### src/rtl/tlk2711_cmd_arb.sv
// ---------------------------------------------------------------------------
// tlk2711_cmd_arb
//
// Round-robin arbiter that shares one tlk2711_dma read port between N_CH
// per-link command generators. It grants one channel at a time, latches and
// forwards that channel's {len, addr} command to the DMA, then steers the
// returned read stream to the granted channel until the beat marked last.
//
// Optional feature: define TLK2711_ARB_TIMEOUT_EN to add a 32-bit watchdog
// that abandons a stuck grant after TIMEOUT_CYCLES idle cycles and records
// a sticky per-channel flag in o_timeout_err. Without the macro there is no
// counter, o_timeout_err is tied to zero and i_err_clr is ignored.
//
// Ports:
//   clk, rst_n          clock, synchronous active-low reset
//   i_ch_cmd_req        per-channel command request (held until acked)
//   i_ch_cmd_data       channel k command at [k*CW +: CW], {len, addr}
//   o_ch_cmd_ack        one-cycle ack to the granted channel
//   o_cmd_req           command request to the DMA
//   o_cmd_data          latched command of the granted channel
//   i_cmd_ack           DMA command accept
//   i_dma_valid/last/data  DMA read stream in
//   o_dma_ready         ready back to the DMA
//   o_ch_valid          per-channel valid (one-hot or zero)
//   o_ch_last/o_ch_data shared last/data towards the channels
//   i_ch_ready          per-channel ready
//   o_grant             one-hot current owner, zero in IDLE
//   o_busy              high while a command is being issued or transferred
//   i_err_clr           clears o_timeout_err
//   o_timeout_err       sticky per-channel timeout flags
// ---------------------------------------------------------------------------
module tlk2711_cmd_arb #(
    parameter int N_CH           = 4,
    parameter int ADDR_WIDTH     = 48,
    parameter int DLEN_WIDTH     = 16,
    parameter int DATA_WIDTH     = 64,
    parameter int TIMEOUT_CYCLES = 65535
) (
    input  logic                                 clk,
    input  logic                                 rst_n,
    input  logic [N_CH-1:0]                      i_ch_cmd_req,
    input  logic [N_CH*(DLEN_WIDTH+ADDR_WIDTH)-1:0] i_ch_cmd_data,
    output logic [N_CH-1:0]                      o_ch_cmd_ack,
    output logic                                 o_cmd_req,
    output logic [DLEN_WIDTH+ADDR_WIDTH-1:0]     o_cmd_data,
    input  logic                                 i_cmd_ack,
    input  logic                                 i_dma_valid,
    input  logic                                 i_dma_last,
    input  logic [DATA_WIDTH-1:0]                i_dma_data,
    output logic                                 o_dma_ready,
    output logic [N_CH-1:0]                      o_ch_valid,
    output logic                                 o_ch_last,
    output logic [DATA_WIDTH-1:0]                o_ch_data,
    input  logic [N_CH-1:0]                      i_ch_ready,
    output logic [N_CH-1:0]                      o_grant,
    output logic                                 o_busy,
    input  logic                                 i_err_clr,
    output logic [N_CH-1:0]                      o_timeout_err
);

    localparam int CW    = DLEN_WIDTH + ADDR_WIDTH;
    localparam int IDX_W = (N_CH > 1) ? $clog2(N_CH) : 1;

    typedef enum logic [1:0] {
        S_IDLE  = 2'd0,
        S_ISSUE = 2'd1,
        S_XFER  = 2'd2
    } state_t;

    state_t            state_q;
    logic [N_CH-1:0]   grant_q;
    logic [N_CH-1:0]   ch_cmd_ack_q;
    logic [IDX_W-1:0]  gidx_q;
    logic [IDX_W-1:0]  last_grant_q;
    logic              cmd_req_q;
    logic [CW-1:0]     cmd_data_q;

    // Round-robin pick: first requester strictly after last_grant, wrapping.
    logic              pick_found_d;
    logic [IDX_W-1:0]  pick_idx_d;
    logic [N_CH-1:0]   pick_onehot_d;
    logic [CW-1:0]     pick_cmd_d;

    always_comb begin
        int k;
        logic [IDX_W-1:0] k_idx;
        pick_found_d = 1'b0;
        pick_idx_d   = '0;
        k            = 0;
        k_idx        = '0;
        for (int off = 1; off <= N_CH; off++) begin
            k     = (int'(last_grant_q) + off) % N_CH;
            k_idx = IDX_W'(k);
            if (!pick_found_d && i_ch_cmd_req[k_idx]) begin
                pick_found_d = 1'b1;
                pick_idx_d   = k_idx;
            end
        end
    end

    assign pick_onehot_d = {{(N_CH-1){1'b0}}, 1'b1} << pick_idx_d;
    assign pick_cmd_d    = i_ch_cmd_data[int'(pick_idx_d)*CW +: CW];

    // Stream steering is purely combinational and only open in XFER, so
    // beats arriving at any other time are stalled rather than dropped.
    logic in_xfer;
    logic beat_done;

    assign in_xfer     = (state_q == S_XFER);
    assign o_dma_ready = in_xfer & (|(i_ch_ready & grant_q));
    assign o_ch_valid  = in_xfer ? (grant_q & {N_CH{i_dma_valid}}) : '0;
    assign o_ch_data   = in_xfer ? i_dma_data : '0;
    assign o_ch_last   = in_xfer & i_dma_last;
    assign beat_done   = i_dma_valid & o_dma_ready;

    // Watchdog expiry; constant zero when the feature is compiled out.
    logic to_hit;

`ifdef TLK2711_ARB_TIMEOUT_EN
    logic [31:0]     wdog_q;
    logic [N_CH-1:0] timeout_err_q;

    assign to_hit = (state_q != S_IDLE) && (wdog_q == 32'(TIMEOUT_CYCLES));

    always_ff @(posedge clk) begin
        if (!rst_n) begin
            wdog_q        <= '0;
            timeout_err_q <= '0;
        end else begin
            // Held at zero in IDLE, so a fresh grant always starts from 0.
            if (state_q == S_IDLE || to_hit || beat_done) begin
                wdog_q <= '0;
            end else begin
                wdog_q <= wdog_q + 32'd1;
            end
            // Clear has priority over a same-cycle set.
            timeout_err_q <= (timeout_err_q | (to_hit ? grant_q : '0))
                             & ~{N_CH{i_err_clr}};
        end
    end

    assign o_timeout_err = timeout_err_q;
`else
    logic unused_timeout;

    assign to_hit        = 1'b0;
    assign o_timeout_err = '0;
    assign unused_timeout = &{1'b0, i_err_clr, (TIMEOUT_CYCLES != 0)};
`endif

    // Control FSM with registered grant, command and ack outputs.
    always_ff @(posedge clk) begin
        if (!rst_n) begin
            state_q      <= S_IDLE;
            grant_q      <= '0;
            gidx_q       <= '0;
            last_grant_q <= IDX_W'(N_CH - 1);
            cmd_req_q    <= 1'b0;
            cmd_data_q   <= '0;
            ch_cmd_ack_q <= '0;
        end else begin
            ch_cmd_ack_q <= '0;
            case (state_q)
                S_IDLE: begin
                    if (pick_found_d) begin
                        state_q    <= S_ISSUE;
                        gidx_q     <= pick_idx_d;
                        grant_q    <= pick_onehot_d;
                        cmd_data_q <= pick_cmd_d;
                        cmd_req_q  <= 1'b1;
                    end
                end
                S_ISSUE: begin
                    if (to_hit) begin
                        // Give up on the stuck DMA and move the pointer on.
                        state_q      <= S_IDLE;
                        grant_q      <= '0;
                        cmd_req_q    <= 1'b0;
                        last_grant_q <= gidx_q;
                    end else if (i_cmd_ack) begin
                        state_q      <= S_XFER;
                        cmd_req_q    <= 1'b0;
                        ch_cmd_ack_q <= grant_q;
                    end
                end
                S_XFER: begin
                    if (to_hit || (beat_done && i_dma_last)) begin
                        state_q      <= S_IDLE;
                        grant_q      <= '0;
                        last_grant_q <= gidx_q;
                    end
                end
                default: begin
                    state_q   <= S_IDLE;
                    grant_q   <= '0;
                    cmd_req_q <= 1'b0;
                end
            endcase
        end
    end

    assign o_cmd_req    = cmd_req_q;
    assign o_cmd_data   = cmd_data_q;
    assign o_ch_cmd_ack = ch_cmd_ack_q;
    assign o_grant      = grant_q;
    assign o_busy       = (state_q != S_IDLE);

endmodule
### config.mk
export PLATFORM = sky130hd
export DESIGN_NAME = tlk2711_cmd_arb
export DESIGN_NICKNAME = d
export VERILOG_FILES = /design/src/rtl/tlk2711_cmd_arb.sv
export SDC_FILE = /design/constraint.sdc
export NUM_CORES = 1
export LEC_CHECK = 0
export ABC_AREA = 1
export ABC_CLOCK_PERIOD_IN_PS = 2800
export CAP_MARGIN = 20
export CORE_AREA = 2 2 185 187
export DETAILED_ROUTE_END_ITERATION = 7
export DIE_AREA = 0 0 187 189
export SKIP_CTS_REPAIR_TIMING = 1
export SYNTH_ARGS = -nofsm -noshare
export SYNTH_HDL_FRONTEND = slang
export SYNTH_SLANG_ARGS = --single-unit
### constraint.sdc
create_clock -name clk -period 2.8 [get_ports clk]
set_input_delay 0.84 -clock clk [delete_from_list [all_inputs] [get_ports clk]]
set_output_delay 0.84 -clock clk [all_outputs]
set_load 0.02 [all_outputs]
Word-level counts from Yosys, hierarchy flattened. Cells that the tools add are included.

Register bits: 79. Word-level logic and storage cells: 73.

Add/sub/neg operators: 4. Magnitude comparators: 4. Equal/unequal tests: 5. Shifts and indexed selects: 2. Muxes and demuxes: 28. Bitwise operators: 7. Reductions and logical operators: 16.

Operators with widths (number): indexed part select 256 x 9 -> 64 bit (1); 2-to-1 mux 64 bit (1); 2-to-1 mux 2 bit (7); < comparator 2 x 3 -> 1 bit (second input constant) (4); 2-to-1 mux 4 bit (3); one-hot mux 4 bit (3 select lines) (1); AND reduction 3 bit (4); 2-to-1 mux 1 bit (10); bitwise AND 4 bit (2); binary-select mux 1 bit (select 2 bit) (4); one-hot mux 2 bit (3 select lines) (1); adder 2 x 1 -> 2 bit (second input constant) (2); adder 2 bit (second input constant) (2); logical AND 1 bit (4); != test 2 bit (second input constant) (2); AND reduction 2 bit (2); OR reduction 4 bit (1); left shift 1 x 2 -> 4 bit (first input constant) (1); bitwise AND 1 bit (3); logical NOT 1 bit (3); one-hot mux 1 bit (3 select lines) (1); == test 2 x 1 -> 1 bit (second input constant) (1); == test 2 bit (second input constant) (1); logical NOT 2 bit (1); other kinds (3) (4).

Logic depth before layout (Yosys ltp).
Depth after elaboration: 16. Depth in mapped cells: 18. Mapped depth without buffers: 15.

Worst setup path after synthesis. Ideal clock, no wire load.

Kind: input to output. Start point: input port i_dma_valid. End point: output port o_ch_valid[0]. Arrival time: 1.383 ns. Path slack: 0.577 ns. Stages on the path: 2. Cell sequence: inv_1 nor3_1.

Cells in the longest elaborated chain, start to end: 2.

Ends and longest elaborated chain: start: declaration (line 47) `input logic i_dma_valid,`; bitwise AND 4 bit (line 111) `assign o_ch_valid = in_xfer ? (grant_q & {N_CH{i_dma_valid}}) : '0;`; 2-to-1 mux 4 bit (line 111); end: declaration (line 51) `output logic [N_CH-1:0] o_ch_valid,`.

No other way between the ends.

Worst setup path after layout.
Start point: input port i_dma_valid. End point: output port o_ch_valid[3].

Same word-level chain as after synthesis.

==> metrics.txt <==
clk_lat worst skew about 350 ps; remaining antenna violation count 0; post-synthesis instance area between 0.006 and 0.007 sq mm; vias in the first global route ~9100; Fill cells 3566; first-pass GRT wire length ~50 mm; commonest non-fill, non-tap cell in the layout nand2_1; Sw Ratio between 30% and 40%; CP Class primary input to primary output; RR Startpoint last_grant_q[0]; crit-path cells clkdlybuf4s50_1 > inv_1 > nor3_1 > dlymetal6s2s_1; Hold Worst Slack around 470 ps; Initial Utilization just over 20%; Detailed Route Iter0 Violations between 300 and 400; Final Power 0.00488 W; Worst Skew between 9 and 10 ps; H-tree depth 3; delay-heaviest family, CP buffers and inverters; Worst setup SP type primary input; Syn Area/Cell 5.32 sq um; Ys Warns 0; register area share after synthesis between 20% and 30%; Leakage 7.25 nW; Cell Pwr Density 384 mW/mm^2; leading cell types in the layout, fill and taps excluded 486 x nand2_1, 406 x clkdlybuf4s50_1, 204 x nor2_1; fin crit period 2790 ps; CTS tree done; total iterations of the first detailed-routing run 5; WP buf/inv 3; layer with the highest usage met2; max-slew violation count 0; fin crit share between 90% and 100%; final hold violations 0; met2 GRT Util about 35%; Worst Path Required roughly 2000 ps; Peak Freq 359 MHz; Hold Startpoint o_cmd_req; total routed wirelength 34.2 mm; Fin Setup TNS 0 ps; die area around 0.035 sq mm; share of cells above drive strength 1 between 6 and 7%; Nets 2049; max_cap viols 0; Critical Path End Type primary output; DR vias/cell 4.35; WL per Instance 15.7 um; clock power share between 20% and 30%; CP max stage cell clkdlybuf4s50_1; NetSw roughly 0.0017 W; Worst path max stage delay around 540 ps; DIE HEIGHT about 190 um; total internal power 0.00314 W; post-DP HPWL between 20 and 30 mm; gr usage total ~18%; synthesized instance count 1265; worst vdd ir around 0.28 mV; grt total ovfl 0; Ports approximately 480; clock sinks approximately 80; Root Buffer clkbuf_16; GR Layer Usage met3 4.80%; RePlAce Congestion between 0.9 and 1; Max clock buf depth 2; Port Buffers 476; Sequential Power Share ~28%; Hold Crit Class flop to flop; core area roughly 0.033 sq mm; Unique masters post-synth 25; CP arrival 1950 ps; outcome completed; unrepaired setup endpoints after global routing yes; Rows 67; largest net degree at the start of global routing 73; Final Setup Violations 0; width of the die 187 um; CP Launch Point i_dma_valid; vias after detailed routing about 9400; number of antenna violations at the first check in global routing 2; Reg clk slew, reported paths around 60 ps; DRC viols 0; total CTS buffers 9; CP max FO 4; Logic pwr share between 40% and 50%; Layout area overhead 88.6%; worst setup margin between 10 and 15 ps; register bit total from synthesis 79; DP Worst Slack -352 ps; met1 GRT Util 19.8%
==> routing by layer <==
metal / part of all wire [%] / up-vias / wire length (um)
met5: 0.035 / - / 12
met4: 2.8 / 2 / 965
met3: 7.0 / 41 / 2410
met2: 51 / 349 / 17500
met1: 39 / 4225 / 13300
li1: - / 4826 / -
==> cells by family (layout without fill, tap and decap cells) <==
| family | Yosys count | after routing | share of synthesized area, % |
|---|---|---|---|
| compound gates | 20 | 20 | 1.73 |
| buf+inv | 254 | 706 | 16.9 |
| flops | 79 | 79 | 23.5 |
| other cells | 1 | 5 | 0.0557 |
| simple gates | 911 | 911 | 57.8 |
==> sequential cells by signal, summed over array words and instances, names as in the netlist <==
name          count
state_q           2
o_ch_cmd_ack      4
o_cmd_data       64
last_grant_q      2
o_cmd_req         1
o_grant           4
gidx_q            2
==> stage by stage <==
step	utilization [%]	instances	area (sq um)
after floorplan	-	1268	6740
after global placement	36.6	2150	12200
after detailed placement	36.6	2150	12200
after CTS	37.5	2166	12500
after global routing	38.1	2169	12700
final	38.1	2169	12700
==> tightest hold or removal path, stage by stage (launching register included) <==
cell and delay, ps:
dfxtp_1 310, nand2_1 60, a21oi_1 50
==> area by class of cell <==
class	count	area (sq um)	share of cell area, %
clock buffer	11	243	1.91
sequential	79	1580	12.5
clock inverter	5	57.6	0.454
tap	448	561	4.42
antenna	1	2.50	0.0197
inverter	151	572	4.51
timing repair buffer	539	5610	44.2
multi-input combinational	935	4060	32.0
==> power groups by stage <==
stage	registers [W]	clock network (W)	logic, W
6_report	0.00135	0.00124	0.00229
3_5_place_dp	0.00138	0	0.00230
5_1_grt	0.00137	0.00133	0.00251
3_3_place_gp	0.00137	0	0.00229
4_1_cts	0.00135	0.00130	0.00231
2_1_floorplan	0.00154	0	0.000912
==> worst paths after layout <==
kind	to	cells past startpoint	slack, ps
worst max-delay path	o_ch_valid[3]	4	10
worst max register to register	o_cmd_data[58]	16	370
worst min register to register	o_cmd_req	2	470
worst min-delay path	o_cmd_req	2	470
==> cells in the mapped netlist, drive strengths merged <==
| cell type | n | area (sq um) |
|---|---|---|
| inv | 151 | 569 |
| nand3b | 1 | 7.51 |
| a22o | 2 | 17.5 |
| nand4 | 129 | 807 |
| o211ai | 2 | 15.0 |
| buf | 84 | 499 |
| nor2 | 205 | 777 |
| dfxtp | 79 | 1580 |
| clkbuf | 19 | 71.3 |
| o21ai | 3 | 15.0 |
| a21oi | 13 | 68.8 |
| conb | 1 | 3.75 |
| nor3 | 4 | 20.0 |
| nand3 | 78 | 405 |
| nand2 | 494 | 1870 |
Power figures use the tool's default switching activity.
